File: src/rtl/stall_flush_ctrl.sv
// Pipeline hold/bubble/flush vector generator for NREQ tagged stall requesters (level or self-timed).
// Outputs are combinational, same cycle as request; no backpressure, flush always overrides hold.
module stall_flush_ctrl #(
   parameter int STAGES = 6,
   parameter int NREQ   = 4,
   parameter int SW     = 3,
   parameter int CNT_W  = 4,
   parameter int PERF_W = 32
) (
   input  logic                  clk,
   input  logic                  rst,
   input  logic [NREQ-1:0]       req_valid,
   input  logic [NREQ*SW-1:0]    req_stage,
   input  logic [NREQ*CNT_W-1:0] req_cycles,
   input  logic                  flush,
   input  logic [SW-1:0]         flush_stage,
   output logic [STAGES-1:0]     stall,
   output logic [STAGES-1:0]     bubble,
   output logic [STAGES-1:0]     flush_o,
   output logic                  pending,
   output logic [PERF_W-1:0]     stall_cycles
);

   logic [CNT_W-1:0] cnt     [NREQ];
   logic [SW-1:0]    stg     [NREQ];
   logic [SW-1:0]    cur_stg [NREQ];
   logic [NREQ-1:0]  busy;
   logic [NREQ-1:0]  act;
   logic [NREQ-1:0]  cancel;
   logic [NREQ-1:0]  load;

   always_comb begin
      int fs;
      int kmax;
      fs   = (int'(flush_stage) >= STAGES) ? STAGES - 1 : int'(flush_stage);
      kmax = -1;
      for (int i = 0; i < NREQ; i++) begin
         busy[i]    = (cnt[i] != '0);
         act[i]     = req_valid[i] | busy[i];
         cur_stg[i] = busy[i] ? stg[i] : req_stage[i*SW +: SW];
         cancel[i]  = flush & act[i] & (int'(cur_stg[i]) <= fs);
         load[i]    = req_valid[i] & ~busy[i] & ~cancel[i] &
                      (req_cycles[i*CNT_W +: CNT_W] != '0);
         if (act[i] && !cancel[i] && int'(cur_stg[i]) > kmax)
            kmax = int'(cur_stg[i]);
      end
      // Hold everything up to the oldest blocked stage, inject a NOP just behind it,
      // then let the squash window override both.
      for (int k = 0; k < STAGES; k++) begin
         flush_o[k] = rst & flush & (k <= fs);
         stall[k]   = rst & (k <= kmax) & ~flush_o[k];
         bubble[k]  = rst & (kmax >= 0) & (k == kmax + 1) & ~flush_o[k];
      end
      pending = rst & (|busy);
   end

   always_ff @(posedge clk or negedge rst) begin
      if (!rst) begin
         for (int i = 0; i < NREQ; i++) begin
            cnt[i] <= '0;
            stg[i] <= '0;
         end
      end else begin
         for (int i = 0; i < NREQ; i++) begin
            if (cancel[i]) begin
               cnt[i] <= '0;
            end else if (busy[i]) begin
               cnt[i] <= cnt[i] - CNT_W'(1);
            end else if (load[i]) begin
               cnt[i] <= req_cycles[i*CNT_W +: CNT_W] - CNT_W'(1);
               stg[i] <= req_stage[i*SW +: SW];
            end
         end
      end
   end

   always_ff @(posedge clk or negedge rst) begin
      if (!rst)
         stall_cycles <= '0;
      else if (|stall)
         stall_cycles <= stall_cycles + PERF_W'(1);
   end

endmodule
File: config.mk
export PLATFORM = sky130hd
export DESIGN_NAME = stall_flush_ctrl
export DESIGN_NICKNAME = d
export VERILOG_FILES = /design/src/rtl/stall_flush_ctrl.sv
export SDC_FILE = /design/constraint.sdc
export NUM_CORES = 1
export LEC_CHECK = 0
export ABC_AREA = 1
export CAP_MARGIN = 20
export CORE_ASPECT_RATIO = 1.25
export CORE_MARGIN = 1
export CORE_UTILIZATION = 59
export CTS_BUF_LIST = sky130_fd_sc_hd__clkbuf_4 sky130_fd_sc_hd__clkbuf_8
export CTS_CLUSTER_SIZE = 8
export DETAILED_ROUTE_END_ITERATION = 10
export GPL_ROUTABILITY_DRIVEN = 0
export PLACE_DENSITY = 0.94
export SYNTH_ARGS = -nofsm -noshare
export SYNTH_HDL_FRONTEND = slang
export SYNTH_SLANG_ARGS = --single-unit
File: constraint.sdc
create_clock -name clk -period 19.11 [get_ports clk]
set_clock_uncertainty 0.15 [all_clocks]
set_input_delay 3.822 -clock clk [delete_from_list [all_inputs] [get_ports clk]]
set_output_delay 3.822 -clock clk [all_outputs]
set_load 0.01 [all_outputs]
==> summary.txt, run 1 <==
GRT
  – Number of global-route vias before repair: 5096
  – GRT Util Overall: between 30% and 40%
  – Pin count of the biggest net entering global routing: 64
  – Total grt overflow: 0
  – Initial antenna violation count: 0
  – First-pass GRT wire length: around 22000 um

Logic synthesis
  – Sequential fraction of the synthesis area: between 30% and 40%
  – Post-synth ARST share: between 90% and 100%
  – Mean post-synth cell area: around 7 um2
  – Syn_nets: between 700 and 800
  – Yosys warns: 0
  – EDFF count, synth: 0
  – Post-Syn Instances: 712
  – Flops & latches, synth: 60
  – Cell variety after synth: 36
  – Top_reg_cell synth: dfrtp_1
  – Mapped Area: around 0.0049 mm2

STA
  – Final TNS setup: 0 ps
  – Unrepaired setup endpoints after global routing: no
  – Setup violators final: 0
  – Slew headroom: between 40% and 50%
  – Fmax achieved: 0.06678 GHz
  – Post-layout minimum cycle time: approximately 15000 ps
  – Final period utilization: 78.36%
  – Hold Worst Slack: 342.6 ps
  – Setup slack after layout: between 4000 and 5000 ps
  – Worst-margin pin slew: roughly 790 ps
  – Final-report max-slew violation count: 0
  – Final hold vios: 0

Floorplanning
  – Starting Density: between 60% and 70%
  – Die Width: between 80 and 90 um
  – Die area: between 0.008 and 0.009 mm2
  – Row cnt: 36
  – I/O pin cnt: 89
  – Core Area: ~0.0079 mm2
  – Die height: between 100 and 150 um

Drt
  – Post-DRT Antenna Nets: 0
  – Via count: slightly above 5000
  – Initial DRC Count: around 340
  – DRT Pass-1 Iters: 5
  – DR DRC count: 0
  – Wire per inst: roughly 15 um
  – Via-to-Cell Ratio: 5.720
  – Total wire length: 13170 um

Clock network
  – CTS tree: done
  – Maximum clock path buffer count: 2
  – Root Buffer: clkbuf_8
  – Clock Sinks: 60
  – H-tree depth: 3
  – Clk_lat worst skew: 360 ps
  – Hold buffer count at cts: 0
  – CTS Buf Count: 9
  – Clock transition at the registers of the reported paths: 70 ps
  – Post-CTS Resized: 0
  – Setup repair bufs after CTS: 0

Worst setup path
  – WS Path Type: input pin to output pin
  – FF-to-FF End: stall_cycles[11]$_DFFE_PN0P_
  – Worst Path Required: 15140 ps
  – R2R Path Start: cnt[14]$_DFFE_PN0P_
  – WP data arrival: about 11000 ps
  – Crit-path leading delay family: simple AND/OR/NAND/NOR gates
  – Worst Setup Start Kind: input pin
  – CP max FO: 8
  – Critical Path Slowest Stage Cell: clkdlybuf4s50_1
  – R2R setup slack: about 12000 ps
  – CP bufs+invs: 9
  – R2R depth: 45
  – CP Capture Type: output pin
  – Worst stage delay on the critical path: a little under 600 ps

Final layout
  – Area growth syn-to-layout: 23.25%
  – Share of layout cells above drive strength 1: 9.765%
  – Most frequent cells in the layout: nand2_1 (225), inv_1 (101), clkdlybuf4s50_1 (87), nor2_1 (61), dfrtp_1 (60)
  – Fill cells: 561
  – Leading cell type in the layout, fill and taps excluded: nand2_1
  – Nets: approximately 870
  – Final Util: between 70 and 80%
  – N_diodes: 0

Run status
  – Status: completed

Placement
  – Pre-CTS setup slack: about 4400 ps
  – PortBufs: just under 90
  – DPL Wire Length: around 10000 um

Hold path
  – WHS Path Cells: 2
  – Worst Hold Path EP: stg[1]$_DFFE_PN0P_
  – HP Class: register to register
  – Hold Crit Start: stg[1]$_DFFE_PN0P_

Run
  – Maxcap violations: 0
-- area by class of cell --
cell class | count | area, um2 | area share [%]
multi-input combinational | 540 | 2944 | 48.57
sequential | 60 | 1501 | 24.77
timing repair buffer | 89 | 883.3 | 14.57
inverter | 104 | 390.4 | 6.440
clock buffer | 10 | 137.6 | 2.270
tap | 95 | 118.9 | 1.961
clock inverter | 6 | 86.33 | 1.424
-- logic make-up after synthesis --
group | count (synthesis) | synth area share (%)
flops | 60 | 30.53
xor+xnor | 30 | 5.342
simple gates | 413 | 38.54
buf+inv | 112 | 9.616
fa+ha+maj | 25 | 6.360
mux | 8 | 1.755
compound gates | 64 | 7.860
-- sequential cells by signal, summed over array words and instances (netlist names) --
name          flops
cnt              16
stg              12
stall_cycles     32
-- Yosys cell counts, types with 5 or more instances --
| cell type | count | area share [%] |
|---|---|---|
| nor2_1 | 61 | 4.7 |
| o21ai_0 | 21 | 2.1 |
| ha_1 | 25 | 6.4 |
| xor2_1 | 21 | 3.7 |
| mux2_2 | 5 | 1.1 |
| nand2_4 | 6 | 1.4 |
| a31o_2 | 8 | 1.4 |
| xnor2_1 | 9 | 1.6 |
| a21oi_1 | 19 | 1.9 |
| nor2_4 | 5 | 1.1 |
| dfrtp_1 | 60 | 31 |
| nand3_1 | 34 | 3.5 |
| nand2_1 | 225 | 17 |
| nor3_1 | 19 | 1.9 |
| nand2_2 | 21 | 2.7 |
| inv_1 | 101 | 7.7 |
| nand4_1 | 11 | 1.4 |
| buf_6 | 7 | 1.6 |
| nor4_1 | 8 | 1.0 |
| nor3b_1 | 6 | 0.92 |
| nor2_2 | 5 | 0.64 |
-- per-stage QoR --
stage | cells | instance area (um2)
after global routing | 904 | 6062
final | 904 | 6062
after detailed placement | 888 | 5838
after floorplan | 712 | 4918
after global placement | 888 | 5838
after CTS | 904 | 6062
-- how the worst max path moves through the flow --
stage,end,startpoint,slack (ps),cells after the start
after floorplan,bubble[1],flush_stage[2],5900,43
after global placement,bubble[1],flush_stage[2],4800,45
after detailed placement,bubble[1],flush_stage[2],4380,45
after CTS,bubble[1],flush_stage[2],4280,46
after global routing,bubble[1],flush_stage[2],3480,46
final,bubble[1],flush_stage[2],4130,46
-- worst reg2reg max path, delay by kind of cell (launching register included) --
| family | cells | cell delay, ps |
|---|---|---|
| AOI/OAI and AO/OA | 5 | 1020 |
| adders and majority gates | 4 | 1190 |
| and+or+nand+nor | 31 | 3610 |
| DFF | 1 | 410 |
| buffers and inverters | 5 | 320 |
-- routing by layer --
metal	wire length, um	vias up	global-route usage [%]
met4	558	0	16.83
met5	0	-	0
met2	6752	268	55.11
met3	867	70	5.238
li1	-	2452	-
met1	4989	2381	35.37
Power of run 1 is not shown: default switching activity piles up to over one toggle a cycle in this logic, so the estimate is an artifact.
==> inputs of run 2 (changes only) <==
--- a/config.mk
+++ b/config.mk
@@ -9,12 +9,12 @@
 export CAP_MARGIN = 20
 export CORE_ASPECT_RATIO = 1.25
 export CORE_MARGIN = 1
-export CORE_UTILIZATION = 59
+export CORE_UTILIZATION = 55
 export CTS_BUF_LIST = sky130_fd_sc_hd__clkbuf_4 sky130_fd_sc_hd__clkbuf_8
 export CTS_CLUSTER_SIZE = 8
 export DETAILED_ROUTE_END_ITERATION = 10
 export GPL_ROUTABILITY_DRIVEN = 0
-export PLACE_DENSITY = 0.94
+export PLACE_DENSITY = 0.89
 export SYNTH_ARGS = -nofsm -noshare
 export SYNTH_HDL_FRONTEND = slang
 export SYNTH_SLANG_ARGS = --single-unit
==> constraint.sdc (replaced) <==
create_clock -name clk -period 15.2 [get_ports clk]
set_clock_uncertainty 0.15 [all_clocks]
set_input_delay 3.04 -clock clk [delete_from_list [all_inputs] [get_ports clk]]
set_output_delay 3.04 -clock clk [all_outputs]
set_load 0.01 [all_outputs]
==> summary.txt, run 2 (synthesis results as in run 1) <==
Floorplanning
  – Die Width: 86.58 um (was 83.67 um)
  – Die height: 107.7 um (was 104.1 um)
  – Die area: 0.009327 mm2 (was 0.008708 mm2)
  – Core Area: 0.008701 mm2 (was 0.007928 mm2)
  – Starting Density: 56.53% (was 62.04%)
  – I/O pin cnt: 89 (unchanged)
  – Row cnt: 38 (was 36)

Final layout
  – Nets: 867 (unchanged)
  – Share of layout cells above drive strength 1: 9.765% (unchanged)
  – FF/Latch Area: 0.001501 mm2 (unchanged)
  – Multi-input logic area: 0.002944 mm2 (unchanged)
  – Fill cells: 689 (was 561)
  – Post-route cell area: 0.006067 mm2 (was 0.006062 mm2)
  – Area growth syn-to-layout: 23.35% (was 23.25%)
  – Biggest regs: stall_cycles (32), cnt (16), stg (12) (unchanged)
  – Max reg flops: 32 (unchanged)
  – Most frequent cells in the layout: nand2_1 (225), inv_1 (101), clkdlybuf4s50_1 (87), nor2_1 (61), dfrtp_1 (60) (unchanged)
  – Final Non-Filler Cells: 929 (was 904)
  – Top reg by flops: stall_cycles (unchanged)
  – Leading cell type in the layout, fill and taps excluded: nand2_1 (unchanged)
  – N_diodes: 0 (unchanged)

Run status
  – Status: completed (unchanged)

Placement
  – DPL Wire Length: 9872 um (was 9990 um)
  – Placed inst area: 0.005869 mm2 (was 0.005838 mm2)
  – Post-placement cell count: 913 (was 888)
  – PortBufs: 88 (unchanged)

Drt
  – Post-DRT Antenna Nets: 0 (unchanged)
  – Via count: 5056 (was 5171)
  – DRT Pass-1 Iters: 5 (unchanged)
  – Initial DRC Count: 377 (was 341)
  – Via-to-Cell Ratio: 5.442 (was 5.720)
  – Total wire length: 12660 um (was 13170 um)
  – Wire per inst: 13.63 um (was 14.57 um)
  – DR DRC count: 0 (unchanged)

Clock network
  – CTS Buf Count: 9 (unchanged)
  – Clock Sinks: 60 (unchanged)
  – Clk_lat worst skew: 360 ps (about the same)
  – Clock transition at the registers of the reported paths: 60 ps (was 70 ps)
  – Setup repair bufs after CTS: 0 (unchanged)
  – Maximum clock path buffer count: 2 (unchanged)
  – H-tree depth: 3 (unchanged)
  – CTS tree: done (unchanged)
  – Root Buffer: clkbuf_8 (unchanged)
  – Post-CTS Resized: 0 (unchanged)
  – Hold buffer count at cts: 0 (unchanged)

GRT
  – Initial antenna violation count: 0 (unchanged)
  – First-pass GRT wire length: 21090 um (was 22280 um)
  – GRT Util Overall: 28.69% (was 31.14%)
  – Total grt overflow: 0 (unchanged)
  – Number of global-route vias before repair: 4965 (was 5096)
  – Pin count of the biggest net entering global routing: 64 (unchanged)

STA
  – Setup violators final: 0 (unchanged)
  – Final hold vios: 0 (unchanged)
  – Post-layout minimum cycle time: roughly 13000 ps
  – Final TNS setup: 0 ps (unchanged)
  – Unrepaired setup endpoints after global routing: no (unchanged)
  – Fmax achieved: approximately 0.074 GHz
  – Final-report max-slew violation count: 0 (unchanged)
  – Worst-margin pin slew: 802.2 ps (was 786.9 ps)
  – Slew headroom: 46.52% (was 47.54%)
  – Final period utilization: between 80% and 90%
  – Hold Worst Slack: 342.5 ps (was 342.6 ps)

Worst setup path
  – Crit-path leading delay family: simple AND/OR/NAND/NOR gates (unchanged)
  – Worst stage delay on the critical path: 570 ps (was 580 ps)
  – CP Capture Type: output pin (unchanged)
  – WS Path Type: input pin to output pin (unchanged)
  – CP bufs+invs: 7 (was 9)
  – Critical Path Most Common Cell: nand2_1
  – R2R depth: 44 (was 45)
  – CP max FO: 8 (unchanged)
  – Worst Path Required: 12010 ps (was 15140 ps)
  – WP data arrival: 10260 ps (was 11000 ps)
  – Critical Path Slowest Stage Cell: clkdlybuf4s50_1 (unchanged)
  – Levels on crit path: 45 (was 46)
  – Worst Setup Start Kind: input pin (unchanged)

Hold path
  – WHS Path Cells: 2 (unchanged)
  – HP Class: register to register (unchanged)

Run
  – Maxcap violations: 0 (unchanged)
-- run 2: changes by cell type in the layout (fill, tap and decap cells not counted), sizes merged --
cell	before	now
bufinv	2	0
clkbuf	10	12
clkinvlp	1	2
inv	105	104
-- run 2: worst paths after layout --
path,from,to,slack [ps]
setup / recovery,flush_stage[2],bubble[1],1750
max in group asynchronous,rst,cnt[11]$_DFFE_PN0P_,11670
hold / removal,stg[10]$_DFFE_PN0P_,stg[10]$_DFFE_PN0P_,340
hold reg to reg,stg[10]$_DFFE_PN0P_,stg[10]$_DFFE_PN0P_,340
min in group asynchronous,rst,stall_cycles[30]$_DFFE_PN0P_,2690
setup reg to reg,cnt[14]$_DFFE_PN0P_,stall_cycles[5]$_DFFE_PN0P_,8400
-- run 2: tightest hold or removal path, cell delays in order (launching register included) --
cell and delay [ps]:
dfrtp_1 340, nand2_1 50, o21ai_0 60
-- run 2: area by class of cell --
| cell class | count | share of cell area [%] |
|---|---|---|
| Timing Repair Buffer | 89 | 14.56 |
| Sequential cell | 60 | 24.75 |
| Tap cell | 120 | 2.475 |
| Inverter | 104 | 6.434 |
| Clock inverter | 4 | 0.5362 |
| Multi-Input combinational cell | 540 | 48.53 |
| Clock buffer | 12 | 2.722 |
-- run 2: per-layer routing --
metal | GRT usage [%] | part of all wire, % | vias to the layer above
met3 | 4.141 | 4.9 | 55
met1 | 31.96 | 39 | 2323
met2 | 51.64 | 52 | 219
met5 | 0 | 0 | -
met4 | 16.19 | 4.0 | 0
li1 | - | - | 2459
-- run 2: stage by stage --
step | utilization, % | setup slack [ps]
2_1_floorplan | - | 3550
3_3_place_gp | 67.46 | 2448
3_5_place_dp | 67.46 | 1900
4_1_cts | 69.73 | 1822
5_1_grt | 69.73 | 1117
6_report | 69.73 | 1748
Power of run 2 is left out for the same reason.
